### config.mk
export PLATFORM = sky130hd
export DESIGN_NAME = exc_ctrl
export DESIGN_NICKNAME = d
export VERILOG_FILES = /design/src/rtl/exc_pkg.sv /design/src/rtl/exc_ctrl_irq_sync.sv /design/src/rtl/exc_ctrl.sv
export SDC_FILE = /design/constraint.sdc
export NUM_CORES = 1
export LEC_CHECK = 0
export BUFFER_PORTS_ARGS = -buffer_cell sky130_fd_sc_hd__buf_2
export CORE_AREA = 2 2 60 45
export CTS_CLUSTER_DIAMETER = 50
export CTS_CLUSTER_SIZE = 30
export DETAILED_ROUTE_END_ITERATION = 16
export DIE_AREA = 0 0 62 47
export PLACE_DENSITY = 0.68
export SYNTH_ARGS = -nofsm -noshare
export SYNTH_HDL_FRONTEND = slang
export SYNTH_SLANG_ARGS = --single-unit
### constraint.sdc
create_clock -name clk -period 1.2 [get_ports clk]
set_input_delay 0.12 -clock clk [delete_from_list [all_inputs] [get_ports clk]]
set_output_delay 0.12 -clock clk [all_outputs]
set_load 0.02 [all_outputs]
### src/rtl/exc_pkg.sv
// exc_pkg: shared definitions for the exception request controller.
//   state_t      - controller FSM states (IDLE, REQ, SERVICE)
//   EST_*        - EStatus cause codes
//   N_IRQ_MAX    - largest supported number of external interrupt lines
package exc_pkg;

    localparam int N_IRQ_MAX = 8;

    typedef enum logic [1:0] {
        ST_IDLE    = 2'd0,
        ST_REQ     = 2'd1,
        ST_SERVICE = 2'd2
    } state_t;

    localparam logic [3:0] EST_NONE     = 4'h0;
    localparam logic [3:0] EST_BADOP    = 4'h1;
    localparam logic [3:0] EST_IRQ_BASE = 4'h8;

    // Cause code for an external line: IRQ i reports 4'h8 + i.
    function automatic logic [3:0] irq_code(input int idx);
        return EST_IRQ_BASE | 4'(idx);
    endfunction

endpackage

### src/rtl/exc_ctrl_irq_sync.sv
// irq_sync: brings one asynchronous interrupt line into the clk domain
// through two flops, then flags a rising edge for one cycle.
//   clk       in   system clock
//   reset     in   asynchronous active-low reset
//   irq_async in   raw external interrupt line
//   rise      out  one-cycle pulse after a synchronised 0->1 transition
module irq_sync (
    input  logic clk,
    input  logic reset,
    input  logic irq_async,
    output logic rise
);

    logic sync1_reg;
    logic sync2_reg;
    logic prev_reg;

    always_ff @(posedge clk or negedge reset) begin
        if (!reset) begin
            sync1_reg <= 1'b0;
            sync2_reg <= 1'b0;
            prev_reg  <= 1'b0;
        end else begin
            sync1_reg <= irq_async;
            sync2_reg <= sync1_reg;
            prev_reg  <= sync2_reg;
        end
    end

    // Only sync2 and its delayed copy are compared, so sync1 (possibly
    // metastable) never feeds logic directly.
    assign rise = sync2_reg & ~prev_reg;

endmodule

### src/rtl/exc_ctrl.sv
// exc_ctrl: initiating side of the Exc/ExcAck/ERet exception handshake.
// Collects external interrupt edges and the invalid-opcode flag into a
// pending register, picks the highest-priority selectable cause, raises Exc
// with the cause in EStatus, and blocks further requests until ERET.
//   clk        in   system clock
//   reset      in   asynchronous active-low reset
//   ExtIRQ     in   asynchronous external interrupt lines (rising edge = request)
//   IrqMask    in   1 = line masked (edges still latch pending)
//   BadOpcode  in   decoder invalid-instruction flag
//   ExcAck     in   exception unit has reached the vector
//   ERet       in   ERET retiring this cycle
//   Exc        out  exception request
//   EStatus    out  cause code of current/last request
//   InService  out  handler running
//   Pending    out  pending bits: [0] BadOpcode, [i+1] ExtIRQ[i]
module exc_ctrl
    import exc_pkg::*;
#(
    parameter int N_IRQ = 4
) (
    input  logic             clk,
    input  logic             reset,
    input  logic [N_IRQ-1:0] ExtIRQ,
    input  logic [N_IRQ-1:0] IrqMask,
    input  logic             BadOpcode,
    input  logic             ExcAck,
    input  logic             ERet,
    output logic             Exc,
    output logic [3:0]       EStatus,
    output logic             InService,
    output logic [N_IRQ:0]   Pending
);

    localparam int NP = N_IRQ + 1;

    state_t          state_reg, state_next;
    logic [3:0]      est_reg, est_next;
    logic [NP-1:0]   cause_reg, cause_next;    // one-hot pending bit of the request
    logic [NP-1:0]   pending_reg, pending_next;
    logic [N_IRQ-1:0] irq_rise;
    logic [NP-1:0]   selectable;
    logic [NP-1:0]   pend_clr;
    logic [3:0]      pick_code;
    logic [NP-1:0]   pick_onehot;

    genvar gi;
    generate
        for (gi = 0; gi < N_IRQ; gi++) begin : g_sync
            irq_sync u_sync (
                .clk       (clk),
                .reset     (reset),
                .irq_async (ExtIRQ[gi]),
                .rise      (irq_rise[gi])
            );
        end
    endgenerate

    // Bit 0 (invalid opcode) cannot be masked.
    assign selectable = pending_reg & {~IrqMask, 1'b1};

    // Priority: scan from the highest index down so the lowest set bit is
    // the last to overwrite, then let the invalid opcode override.
    always_comb begin
        pick_code   = EST_NONE;
        pick_onehot = '0;
        for (int i = N_IRQ; i >= 1; i--) begin
            if (selectable[i]) begin
                pick_code      = irq_code(i - 1);
                pick_onehot    = '0;
                pick_onehot[i] = 1'b1;
            end
        end
        if (selectable[0]) begin
            pick_code   = EST_BADOP;
            pick_onehot = '0;
            pick_onehot[0] = 1'b1;
        end
    end

    always_comb begin
        state_next = state_reg;
        est_next   = est_reg;
        cause_next = cause_reg;
        pend_clr   = '0;
        case (state_reg)
            ST_IDLE: begin
                if (|selectable) begin
                    state_next = ST_REQ;
                    est_next   = pick_code;
                    cause_next = pick_onehot;
                end
            end
            ST_REQ: begin
                // The request is held regardless of later mask changes.
                if (ExcAck) begin
                    pend_clr   = cause_reg;
                    state_next = ST_SERVICE;
                end
            end
            ST_SERVICE: begin
                if (ERet) begin
                    state_next = ST_IDLE;
                end
            end
            default: state_next = ST_IDLE;
        endcase
        // New events win over an acknowledge of the same bit.
        pending_next = (pending_reg & ~pend_clr) | {irq_rise, BadOpcode};
    end

    always_ff @(posedge clk or negedge reset) begin
        if (!reset) begin
            state_reg   <= ST_IDLE;
            est_reg     <= EST_NONE;
            cause_reg   <= '0;
            pending_reg <= '0;
        end else begin
            state_reg   <= state_next;
            est_reg     <= est_next;
            cause_reg   <= cause_next;
            pending_reg <= pending_next;
        end
    end

    assign Exc       = (state_reg == ST_REQ);
    assign InService = (state_reg == ST_SERVICE);
    assign EStatus   = est_reg;
    assign Pending   = pending_reg;

endmodule

Yosys cells after proc, flatten, opt, wreduce, memory -nomap -nowiden
Cells that the tools add are included.
{"block": "word_totals", "register_bits": 28, "input_bits": 13, "out_inout_bits": 11, "wordCells": 54}
{"block": "op_classes", "eq_ne": 5, "n_mux": 16, "bitwise": 13, "reduce_logical": 4}
{"cell": "$mux W5", "n": 7}
{"cell": "$mux W4", "n": 5}
{"cell": "$and A5 B5 Y5", "n": 2}
{"cell": "$mux W2", "n": 3}
{"cell": "$ne A2 B2 Y1 const B", "n": 3}
{"cell": "$pmux W2 S3", "n": 1}
{"cell": "$not A5 Y5", "n": 1}
{"cell": "$or A5 B5 Y5", "n": 1}
{"cell": "$reduce_or A5 Y1", "n": 1}
{"cell": "$and A1 B1 Y1", "n": 4}
{"cell": "$not A1 Y1", "n": 4}
{"cell": "$not A4 Y4", "n": 1}
{"cell": "$reduce_and A3 Y1", "n": 1}
{"cell": "$eq A2 B1 Y1 const B", "n": 1}
{"cell": "$eq A2 B2 Y1 const B", "n": 1}
{"cell": "$logic_not A2 Y1", "n": 1}
{"cell": "$reduce_and A2 Y1", "n": 1}

Longest topological paths before layout
Gate-level depths: netlist of run 1.
{"block": "logic_depth", "word_depth": 7, "depth_mapped": 5, "depth_no_buf": 4}

Hierarchy
From an unflattened synthesis of run 1, not the netlist that was laid out.
{"block": "unflattened", "hier_cells": 83, "hier_area_um2": 1102.3}
{"module": "exc_ctrl", "instances": 1, "cells_per_inst": 67, "area_per_inst_um2": 747.0, "seq_area_each_um2": 375.4}
{"module": "irq_sync", "instances": 4, "cells_per_inst": 4, "area_per_inst_um2": 88.8, "seq_area_each_um2": 75.1}

Worst setup path before layout of run 1
No wires, ideal clock.
{"block": "synth_timing", "kind": "register to register", "from": "register pending_reg[1] (netlist: Pending[1])", "to": "register est_reg[0] (netlist: EStatus[0])", "setup_time_ps": 121, "arrival_time_ps": 1211, "required_ps": 1079, "path_slack_ps": -132, "stages_incl_launch_ff": 6, "n_path_buf": 1, "period_less_slack_ps": 1332, "path_cell_list": "dfrtp_1 -> nor2b_4 -> buf_6 -> nor2_2 -> a211o_1 -> a22o_1"}
{"block": "synth_via", "elab_chain_cells": 3}
{"item": "from (decl)", "line": "exc_ctrl.sv:39", "source": "logic [NP-1:0] pending_reg, pending_next;"}
{"item": "from (signal assigned)", "line": "exc_ctrl.sv:121", "source": "pending_reg <= pending_next;"}
{"item": "$and A5 B5 Y5 *", "line": "exc_ctrl.sv:59", "source": "assign selectable = pending_reg & {~IrqMask, 1'b1};"}
{"item": "$reduce_or A5 Y1 / $mux W4 (equally long branches)", "line": "exc_ctrl.sv:87, exc_ctrl.sv:67"}
{"item": "$reduce_and A2 Y1 (no line) / $mux W4 (equally long branches)"}
{"item": "to (signal assigned)", "line": "exc_ctrl.sv:119", "source": "est_reg <= est_next;"}
{"item": "to (decl)", "line": "exc_ctrl.sv:37", "source": "logic [3:0] est_reg, est_next;"}
Every way passes the cells marked *; elsewhere a longest branch is shown, timed or not.
A chain may end at the register's enable or synchronous reset.

Worst setup path after layout of run 1
{"block": "layout_timing", "from": "register state_reg[0]", "to": "output InService"}
{"block": "layout_via", "elab_chain_cells": 1}
{"item": "from (decl)", "line": "exc_ctrl.sv:36", "source": "state_t state_reg, state_next;"}
{"item": "from (signal assigned)", "line": "exc_ctrl.sv:118", "source": "state_reg <= state_next;"}
{"item": "$eq A2 B2 Y1", "line": "exc_ctrl.sv:126", "source": "assign InService = (state_reg == ST_SERVICE);"}
{"item": "to (decl)", "line": "exc_ctrl.sv:30", "source": "output logic InService,"}
No other way between the ends.

==> results of run 1 <==
power by group:
part | switching [mW] | internal [mW] | total [mW]
logic | 0.747 | 0.764 | 1.51
clock network | 0.282 | 0.136 | 0.418
registers | 0.112 | 1.10 | 1.21
total | 1.14 | 2.00 | 3.14
cells in the mapped netlist:
library cell	number
and2b_1	1
buf_4	2
nor3_1	1
or2b_4	1
o31ai_1	1
buf_2	1
a211oi_1	1
nand3_1	5
nor2_2	1
o22ai_1	1
nor2b_4	1
a21oi_1	4
dfrtp_1	27
o21ai_0	8
nor2_1	3
a211o_1	1
inv_1	8
conb_1	1
o2bb2ai_1	1
a21o_1	2
nor4_1	1
nand2b_1	3
o21ai_1	1
nand2_1	6
o31a_1	1
a22o_1	2
nor4b_1	1
a22oi_1	1
buf_6	1
clkbuf_1	1
repair_timing:
item	CTS	global route
gates resized for setup	16	18
hold buffers	7	0
hold endpoints to repair	33	0
setup buffers	6	2
pin swaps	2	6
setup endpoints to repair	8	15
routing by layer:
layer	global-route usage	up-vias	wire length [um]
met5	0	-	0
met4	0.0255	0	0
met3	0.0523	0	105
met2	0.275	20	1070
met1	0.210	393	1010
li1	-	390	-
cell type report:
cell class                      count  area (sq um)
Multi-Input combinational cell     49           378
Inverter                            8          30.0
Tap cell                           34          42.5
Sequential cell                    27           679
Clock buffer                        3          22.5
Timing Repair Buffer               45           347
Fill cell                         185           838
Clock inverter                      1          8.76
worst min-delay path by stage:
stage	to
3_3_place_gp	state_reg[1]$_DFFE_PN0P_
6_report	state_reg[0]$_DFFE_PN0P_
5_1_grt	state_reg[0]$_DFFE_PN0P_
2_1_floorplan	EStatus[0]$_DFFE_PN0P_
3_5_place_dp	state_reg[0]$_DFFE_PN0P_
4_1_cts	state_reg[0]$_DFFE_PN0P_
metrics by stage:
step	hold WS (ps)	area (sq um)
floorplan	-176	1040
global placement	149	1210
detailed placement	153	1210
CTS	43.1	1420
global route	54.7	1510
finish	67.1	1510
critical path: cells and delay by family, from the launching register on:
family,cells,cell delay [ps]
buffers and inverters,3,280
flip-flops,1,440
AND/OR/NAND/NOR,1,130
kinds of logic (layout without fill, tap and decap cells):
logic type | Yosys count | in the layout | synth area share
simple gates | 24 | 24 | 0.132
buf+inv | 13 | 57 | 0.0629
compound gates | 24 | 24 | 0.148
flops | 27 | 27 | 0.654
other cells | 1 | 1 | 0.00363
==> flow_summary_export.csv, run 1 <==
group,metric,value,unit
status,status,"finished with violations",
status,violations,"setup timing",
yosys,synth_nets,102,
critical_path,crit_start,"state_reg[0]$_DFFE_PN0P_",
die,die_h,47,um
clock_network,tritoncts,"done",
critical_path,crit_path_start_kind,"flop",
pwr,irDropWorstVdd,842,uV
min_path,min_from,"ExcAck",
sta,fin_skew,3.23,ps
die,die_area,0.00291,sq mm
final_layout,insertedDiodeCount,0,
die,io_pins,24,
critical_path,crit_type,"reg2out",
final_layout,drive_gt1_frac,0.481,
pwr,cellLeakagePower,0.708,nW
final_layout,layout_commonest_cell,"dfrtp_1",
final_layout,utilization,0.643,
clock_network,insertion_delay,330,ps
yosys,netlist_instances,89,
critical_path,r2r_start,"Pending[2]$_DFF_PN0_",
route,first_pass_iters,5,
critical_path,crit_slowest_cell,"dfrtp_1",
clock_network,clockBufferDepth,2,
critical_path,cp_common_cell,"buf_6",
critical_path,cp.required,1080,ps
route,via_count,803,
route,wl_per_cell,13.1,um
global_route,grt_pass1_vias,724,
clock_network,clk_pin_slew,150,ps
critical_path,crit_chain,"buf_6, nand2b_4, inv_2, buf_6",
placement,post-place-ws,-22.6,ps
placement,placed_cells,148,
clock_network,cts_buffers,3,
global_route,grt_pass1_wl,3330,um
route,ant_nets,0,
global_route,antenna_found_initial,0,
route,avgViaCountPerCell,4.81,
final_layout,nets,147,
min_path,min_path_type,"in2reg",
sta,finalSetupTns,-203,ps
route,drt_iter0_drc,21,
critical_path,end_kind,"output pin",
yosys,synth_warnings,0,
sta,final_max_slew_viol_count,0,
sta,setup_viol,3,
sta,rsz0062_at_grt,"yes",
critical_path,worstPathMaxFanout,3,
flow_run,drv_cap,0,
yosys,synth_top_area_share,0.654,
sta,period_needed,1300,ps
route,wl,2190,um
final_layout,layout_common_cells,"dfrtp_1 (24), buf_2 (19), buf_4 (11)",
critical_path,regToRegSetupSlack,-50,ps
sta,post-route-period-util,1.08,
yosys,synth_top_area_cell,"dfrtp_1",
sta,fmax,771,MHz
pwr,power,3.14,mW
yosys,synth_seq_area_share,0.654,
yosys,yosys-top-cells-area,"dfrtp_1 (65%), o21ai_0 (3.9%), inv_1 (2.9%), nand3_1 (2.4%), nand2_1 (2.2%)",
yosys,syn_area,0.00103,sq mm
route,drcViolationCount,0,
sta,relSlewSlack,0.617,
yosys,synth.distinct_cells,30,
critical_path,r2r.worst_path.cells,4,
sta,hold_viol,0,
sta,tightestPinTransition,574,ps
sta,final_critical_path_setup_slack,-96.5,ps
placement,post-dp-hpwl,1410,um
final_layout,final_cell_count_no_fill,167,
placement,io_buffers,22,
placement,gp_congestion,0.779,
die,core_area,0.00235,sq mm
die,start_util,0.441,
yosys,avgSynthCellArea,11.6,sq um
die,die_w,62,um
critical_path,reg2reg_to,"EStatus[0]$_DFFE_PN0P_",
pwr,power_density,2080,mW/mm^2
die,row_count,15,
global_route,grt-ovfl-total,0,
clock_network,root_buffer,"clkbuf_4",
critical_path,crit_end,"InService",
global_route,grt_max_degree,28,
min_path,holdPathStages,2,
critical_path,max_stage_delay,440,ps
critical_path,cp_data_arrival_time,1180,ps
clock_network,ctsHtreeMaxLevel,1,
clock_network,cts_sinks,27,
final_layout,syn_to_final_growth,45.9,%
yosys,synth_seq_cells,27,
global_route,grt_usage,0.162,
(Power assumes the default switching activity.)
==> run 2: changes to the inputs <==
--- a/config.mk
+++ b/config.mk
@@ -6,12 +6,13 @@
 export NUM_CORES = 1
 export LEC_CHECK = 0
 export BUFFER_PORTS_ARGS = -buffer_cell sky130_fd_sc_hd__buf_2
-export CORE_AREA = 2 2 60 45
+export CORE_AREA = 2 2 55 42
 export CTS_CLUSTER_DIAMETER = 50
 export CTS_CLUSTER_SIZE = 30
 export DETAILED_ROUTE_END_ITERATION = 16
-export DIE_AREA = 0 0 62 47
-export PLACE_DENSITY = 0.68
+export DIE_AREA = 0 0 57 44
+export PLACE_DENSITY = 0.75
+export REMOVE_ABC_BUFFERS = 1
 export SYNTH_ARGS = -nofsm -noshare
 export SYNTH_HDL_FRONTEND = slang
 export SYNTH_SLANG_ARGS = --single-unit
==> constraint.sdc (replaced) <==
create_clock -name clk -period 1.6 [get_ports clk]
set_input_delay 0.16 -clock clk [delete_from_list [all_inputs] [get_ports clk]]
set_output_delay 0.16 -clock clk [all_outputs]
set_load 0.02 [all_outputs]
==> flow_summary_export.csv, run 2 (synthesis gave the netlist of run 1 again) <==
group,metric,value,unit
status,status,"finished, final reports clean",
route,drcViolationCount,0,
critical_path,cp_data_arrival_time,1270,ps
critical_path,worstSetupPathDepth,2,
placement,io_buffers,22,
die,core_area,0.00200,sq mm
global_route,grt_max_degree,28,
die,die_h,44,um
sta,fmax,698,MHz
critical_path,regToRegSetupSlack,310,ps
sta,relSlewSlack,0.629,
final_layout,insertedDiodeCount,0,
critical_path,end_kind,"output pin",
clock_network,cts_sinks,27,
critical_path,crit_chain,"and2b_1, buf_2",
clock_network,clk_pin_slew,140,ps
clock_network,post-cts-setup-buffers,0,
sta,hold_viol,0,
clock_network,clockBufferDepth,2,
global_route,grt_usage,0.159,
final_layout,nets,131,
critical_path,max_stage_delay,450,ps
sta,tightestPinTransition,556,ps
global_route,grt_pass1_wl,2980,um
placement,gp_congestion,0.794,
global_route,grt-ovfl-total,0,
route,first_pass_iters,4,
clock_network,post_cts_resized,0,
clock_network,cts_buffers,3,
die,die_w,57,um
critical_path,crit_buf_inv,1,
critical_path,cp.required,1440,ps
placement,post-dp-hpwl,1300,um
pwr,irDropWorstVdd,1020,uV
clock_network,root_buffer,"clkbuf_4",
route,avgViaCountPerCell,5.10,
die,io_pins,24,
sta,fin_skew,10.0,ps
flow_run,drv_cap,0,
route,via_count,719,
clock_network,tritoncts,"done",
clock_network,insertion_delay,320,ps
route,wl_per_cell,12.5,um
clock_network,ctsHtreeMaxLevel,1,
final_layout,syn_to_final_growth,19.2,%
route,ant_nets,0,
route,wl,1770,um
pwr,power,1.85,mW
sta,period_needed,1430,ps
clock_network,cts-hold-fix-buffers,6,
critical_path,worstPathMaxFanout,6,
die,row_count,14,
route,drt_iter0_drc,20,
global_route,antenna_found_initial,0,
critical_path,r2r.worst_path.cells,4,
min_path,holdPathStages,2,
global_route,grt_pass1_vias,674,
pwr,power_density,1510,mW/mm^2
sta,rsz0062_at_grt,"no",
critical_path,crit_path_start_kind,"flop",
sta,final_max_slew_viol_count,0,
pwr,cellLeakagePower,0.594,nW
sta,setup_viol,0,
die,die_area,0.00251,sq mm
sta,post-route-period-util,0.896,
final_layout,layout_common_cells,"dfrtp_1 (27), buf_2 (22), inv_1 (8), o21ai_0 (8)",
final_layout,drive_gt1_frac,0.248,
die,start_util,0.518,
sta,finalSetupTns,0,ps
critical_path,crit_family,"flip-flops",
min_path,min_path_type,"in2reg",
critical_path,crit_slowest_cell,"dfrtp_1",
critical_path,crit_type,"reg2out",
final_layout,layout_commonest_cell,"dfrtp_1",
[run 2: where the power goes]
part / switching (mW) / total, mW / internal, mW
registers: 0.110 / 0.931 / 0.821
clock network: 0.189 / 0.286 / 0.0977
logic: 0.373 / 0.638 / 0.264
[run 2: worst paths after layout]
kind	start	to
min in group asynchronous	reset	cause_reg[4]$_DFFE_PN0P_
worst min-delay path	ERet	state_reg[1]$_DFFE_PN0P_
worst min register to register	g_sync[0].u_sync.sync1_reg$_DFF_PN0_	g_sync[0].u_sync.sync2_reg$_DFF_PN0_
worst max-delay path	state_reg[1]$_DFFE_PN0P_	Exc
worst max register to register	Pending[1]$_DFF_PN0_	EStatus[0]$_DFFE_PN0P_
max in group asynchronous	reset	g_sync[3].u_sync.sync1_reg$_DFF_PN0_
[run 2: routing by layer]
layer / vias up / wire (um) / part of all wire / track usage
li1: 354 / - / - / -
met1: 343 / 827 / 0.47 / 0.207
met2: 20 / 817 / 0.46 / 0.264
met3: 2 / 108 / 0.061 / 0.0567
met4: 0 / 16 / 0.0090 / 0.0279
met5: - / 0 / 0 / 0
[run 2: through the flow]
step	util	hold slack [ps]	instances	setup slack [ps]	instance area, sq um
CTS	0.617	19.1	141	156	1230
finish	0.617	29.9	141	167	1230
detailed placement	0.574	188	131	322	1150
global placement	0.574	186	131	368	1150
global route	0.617	12.9	141	98.6	1230
floorplan	-	-136	84	250	998
[run 2: cell type report]
| type | instances | area (sq um) |
|---|---|---|
| clock buffer | 4 | 26.3 |
| inverter | 8 | 30.0 |
| fill | 171 | 764 |
| tap | 24 | 30.0 |
| timing repair buffer | 29 | 178 |
| sequential | 27 | 676 |
| multi-input combinational | 49 | 293 |
==> run 3: changes to the inputs <==
--- a/config.mk
+++ b/config.mk
@@ -6,13 +6,14 @@
 export NUM_CORES = 1
 export LEC_CHECK = 0
 export BUFFER_PORTS_ARGS = -buffer_cell sky130_fd_sc_hd__buf_2
-export CORE_AREA = 2 2 55 42
+export CORE_AREA = 2 2 57 43
 export CTS_CLUSTER_DIAMETER = 50
 export CTS_CLUSTER_SIZE = 30
 export DETAILED_ROUTE_END_ITERATION = 16
-export DIE_AREA = 0 0 57 44
+export DIE_AREA = 0 0 59 45
 export PLACE_DENSITY = 0.75
 export REMOVE_ABC_BUFFERS = 1
 export SYNTH_ARGS = -nofsm -noshare
 export SYNTH_HDL_FRONTEND = slang
+export SYNTH_HIERARCHICAL = 1
 export SYNTH_SLANG_ARGS = --single-unit
==> flow_summary_export.csv, run 3 <==
group,metric,value,unit
final_layout,final_cell_count_no_fill,134,
yosys,synth.distinct_cells,29,
critical_path,crit_chain,"nor2b_1, buf_2",
die,die_h,45,um
placement,gp_congestion,0.815,
route,drcViolationCount,0,
critical_path,worstPathMaxFanout,6,
route,wl,1670,um
critical_path,crit_slowest_cell,"dfrtp_1",
final_layout,layout_common_cells,"dfrtp_1 (27), buf_2 (22)",
yosys,synth_seq_cells,27,
yosys,avgSynthCellArea,13.3,sq um
sta,fin_skew,13.7,ps
critical_path,cp.required,1440,ps
flow_run,drv_cap,0,
global_route,grt_pass1_wl,2730,um
yosys,yosys-top-cells-area,"dfrtp_1 (61%), nor2b_4 (7.5%), a21o_1 (4.1%), o41ai_1 (2.4%), nor2b_1 (2.3%)",
critical_path,end_kind,"output pin",
final_layout,insertedDiodeCount,0,
yosys,synthTopCellsByCount,"dfrtp_1 (27), a21o_1 (6), nand2_1 (6), nor2b_4 (6)",
global_route,grt-ovfl-total,0,
placement,post-dp-hpwl,1160,um
global_route,grt_use_met2,0.216,
critical_path,crit_family,"flip-flops",
critical_path,crit_path_start_kind,"flop",
critical_path,cp_data_arrival_time,1180,ps
sta,hold_viol,0,
critical_path,crit_type,"reg2out",
placement,io_buffers,22,
global_route,grt_use_met3,0.0602,
final_layout,nets,124,
sta,period_needed,1340,ps
clock_network,post-cts-setup-buffers,0,
clock_network,post_cts_resized,0,
sta,fmax,747,MHz
sta,rsz0062_at_grt,"no",
clock_network,tritoncts,"done",
sta,tightestPinTransition,570,ps
global_route,grt_usage,0.143,
route,ant_nets,0,
placement,placed_cells,124,
final_layout,syn_to_final_growth,16.8,%
min_path,min_path_type,"in2reg",
clock_network,insertion_delay,320,ps
die,start_util,0.533,
route,avgViaCountPerCell,5.29,
pwr,cellLeakagePower,0.608,nW
yosys,synth_seq_area_share,0.613,
yosys,synth_ff_type,"dfrtp_1",
die,core_area,0.00207,sq mm
clock_network,root_buffer,"clkbuf_4",
yosys,synth_most_common_cell,"dfrtp_1",
critical_path,max_stage_delay,490,ps
pwr,power_density,1390,mW/mm^2
clock_network,clockBufferDepth,2,
global_route,grt_max_degree,28,
sta,post-route-period-util,0.837,
route,wl_per_cell,12.4,um
route,via_count,709,
die,io_pins,24,
die,die_area,0.00266,sq mm
sta,finalSetupTns,0,ps
clock_network,cts_buffers,3,
sta,relSlewSlack,0.620,
die,row_count,14,
global_route,grt.met1_usage,0.192,
clock_network,ctsHtreeMaxLevel,1,
sta,setup_viol,0,
yosys,synth_top_area_cell,"dfrtp_1",
yosys,syn_area,0.00110,sq mm
critical_path,crit_buf_inv,1,
final_layout,drive_gt1_frac,0.336,
global_route,grt.busiest_layer,"met2",
route,first_pass_iters,4,
yosys,netlist_instances,83,
sta,final_max_slew_viol_count,0,
die,die_w,59,um
yosys,async_flop_share,1.00,
yosys,synth_top_area_share,0.613,
final_layout,layout_commonest_cell,"dfrtp_1",
route,drt_iter0_drc,8,
clock_network,clk_pin_slew,140,ps
pwr,irDropWorstVdd,661,uV
global_route,grt_pass1_vias,605,
status,status,"finished, final reports clean",
yosys,synth_warnings,6,
global_route,antenna_found_initial,0,
sta,whs,90.8,ps
clock_network,cts_sinks,27,
final_layout,fillerInstances,170,
yosys,synth_edf_count,0,
[run 3: cell types whose count changed after synthesis, moves of 3 or more]
cell | before | now
a21o_1 | 2 | 6
nor2_1 | 3 | 0
o41ai_1 | 0 | 3
nand3_1 | 5 | 0
inv_1 | 8 | 4
o21ai_0 | 8 | 1
nor2b_4 | 1 | 6
nor2b_1 | 0 | 4
[run 3: cell type report]
cell class,instances,area [sq um],area share
clock buffer,3,22.5,0.0175
clock inverter,1,5.00,0.00389
inverter,4,15.0,0.0117
multi-input combinational,47,369,0.287
sequential,27,676,0.525
tap,24,30.0,0.0233
timing repair buffer,28,170,0.132
[run 3: worst paths after layout]
path                       cells past startpoint                                   end                                 start  slack [ps]
setup / recovery                               2                             InService              state_reg[1]$_DFFE_PN0P_         260
hold / removal                                 3              state_reg[1]$_DFFE_PN0P_                                  ERet          90
setup reg to reg                               3                EStatus[3]$_DFFE_PN0P_                  Pending[3]$_DFF_PN0_         280
hold reg to reg                                0  g_sync[1].u_sync/sync2_reg$_DFF_PN0_  g_sync[1].u_sync/sync1_reg$_DFF_PN0_         350
max in group asynchronous                      2   g_sync[0].u_sync/prev_reg$_DFF_PN0_                                 reset         870
min in group asynchronous                      2                  Pending[2]$_DFF_PN0_                                 reset         340
[run 3: metrics by stage]
stage                util  power, mW  instance area (sq um)  setup WS, ps
floorplan               -       1.34                   1060           271
global placement    0.581       1.50                   1200           334
detailed placement  0.581       1.52                   1200           283
CTS                 0.623       1.81                   1290           255
global route        0.623       1.91                   1290           186
finish              0.623       1.80                   1290           261
[run 3: where the power goes]
group          switching, mW  internal, mW  total (mW)
Combinational          0.331         0.249       0.580
Clock                  0.190        0.0936       0.284
Sequential             0.122         0.810       0.932
[run 3: cell families (layout without fill, tap and decap cells)]
| kind of cell | Yosys count | count (layout) | share of synthesized area |
|---|---|---|---|
| DFF | 27 | 27 | 0.613 |
| and+or+nand+nor | 24 | 24 | 0.174 |
| AOI/OAI and AO/OA | 22 | 22 | 0.158 |
| buffers and inverters | 9 | 36 | 0.0522 |
| other | 1 | 1 | 0.00340 |
[run 3: worst reg2reg max path, delay by kind of cell, from the launching register on]
| kind | cells | cell delay (ps) |
|---|---|---|
| AOI/OAI and AO/OA | 2 | 590 |
| DFF | 1 | 430 |
| and+or+nand+nor | 1 | 180 |
[run 3: what timing repair did]
action,in CTS,in global routing
hold buffers,6,0
endpoints found under the setup margin,0,0
endpoints found under the hold margin,32,0
[run 3: metal layers]
| metal | share of wire | wire, um | vias up |
|---|---|---|---|
| li1 | - | - | 344 |
| met1 | 0.47 | 779 | 344 |
| met2 | 0.46 | 767 | 19 |
| met3 | 0.062 | 104 | 2 |
| met4 | 0.0090 | 15 | 0 |
| met5 | 0 | 0 | - |
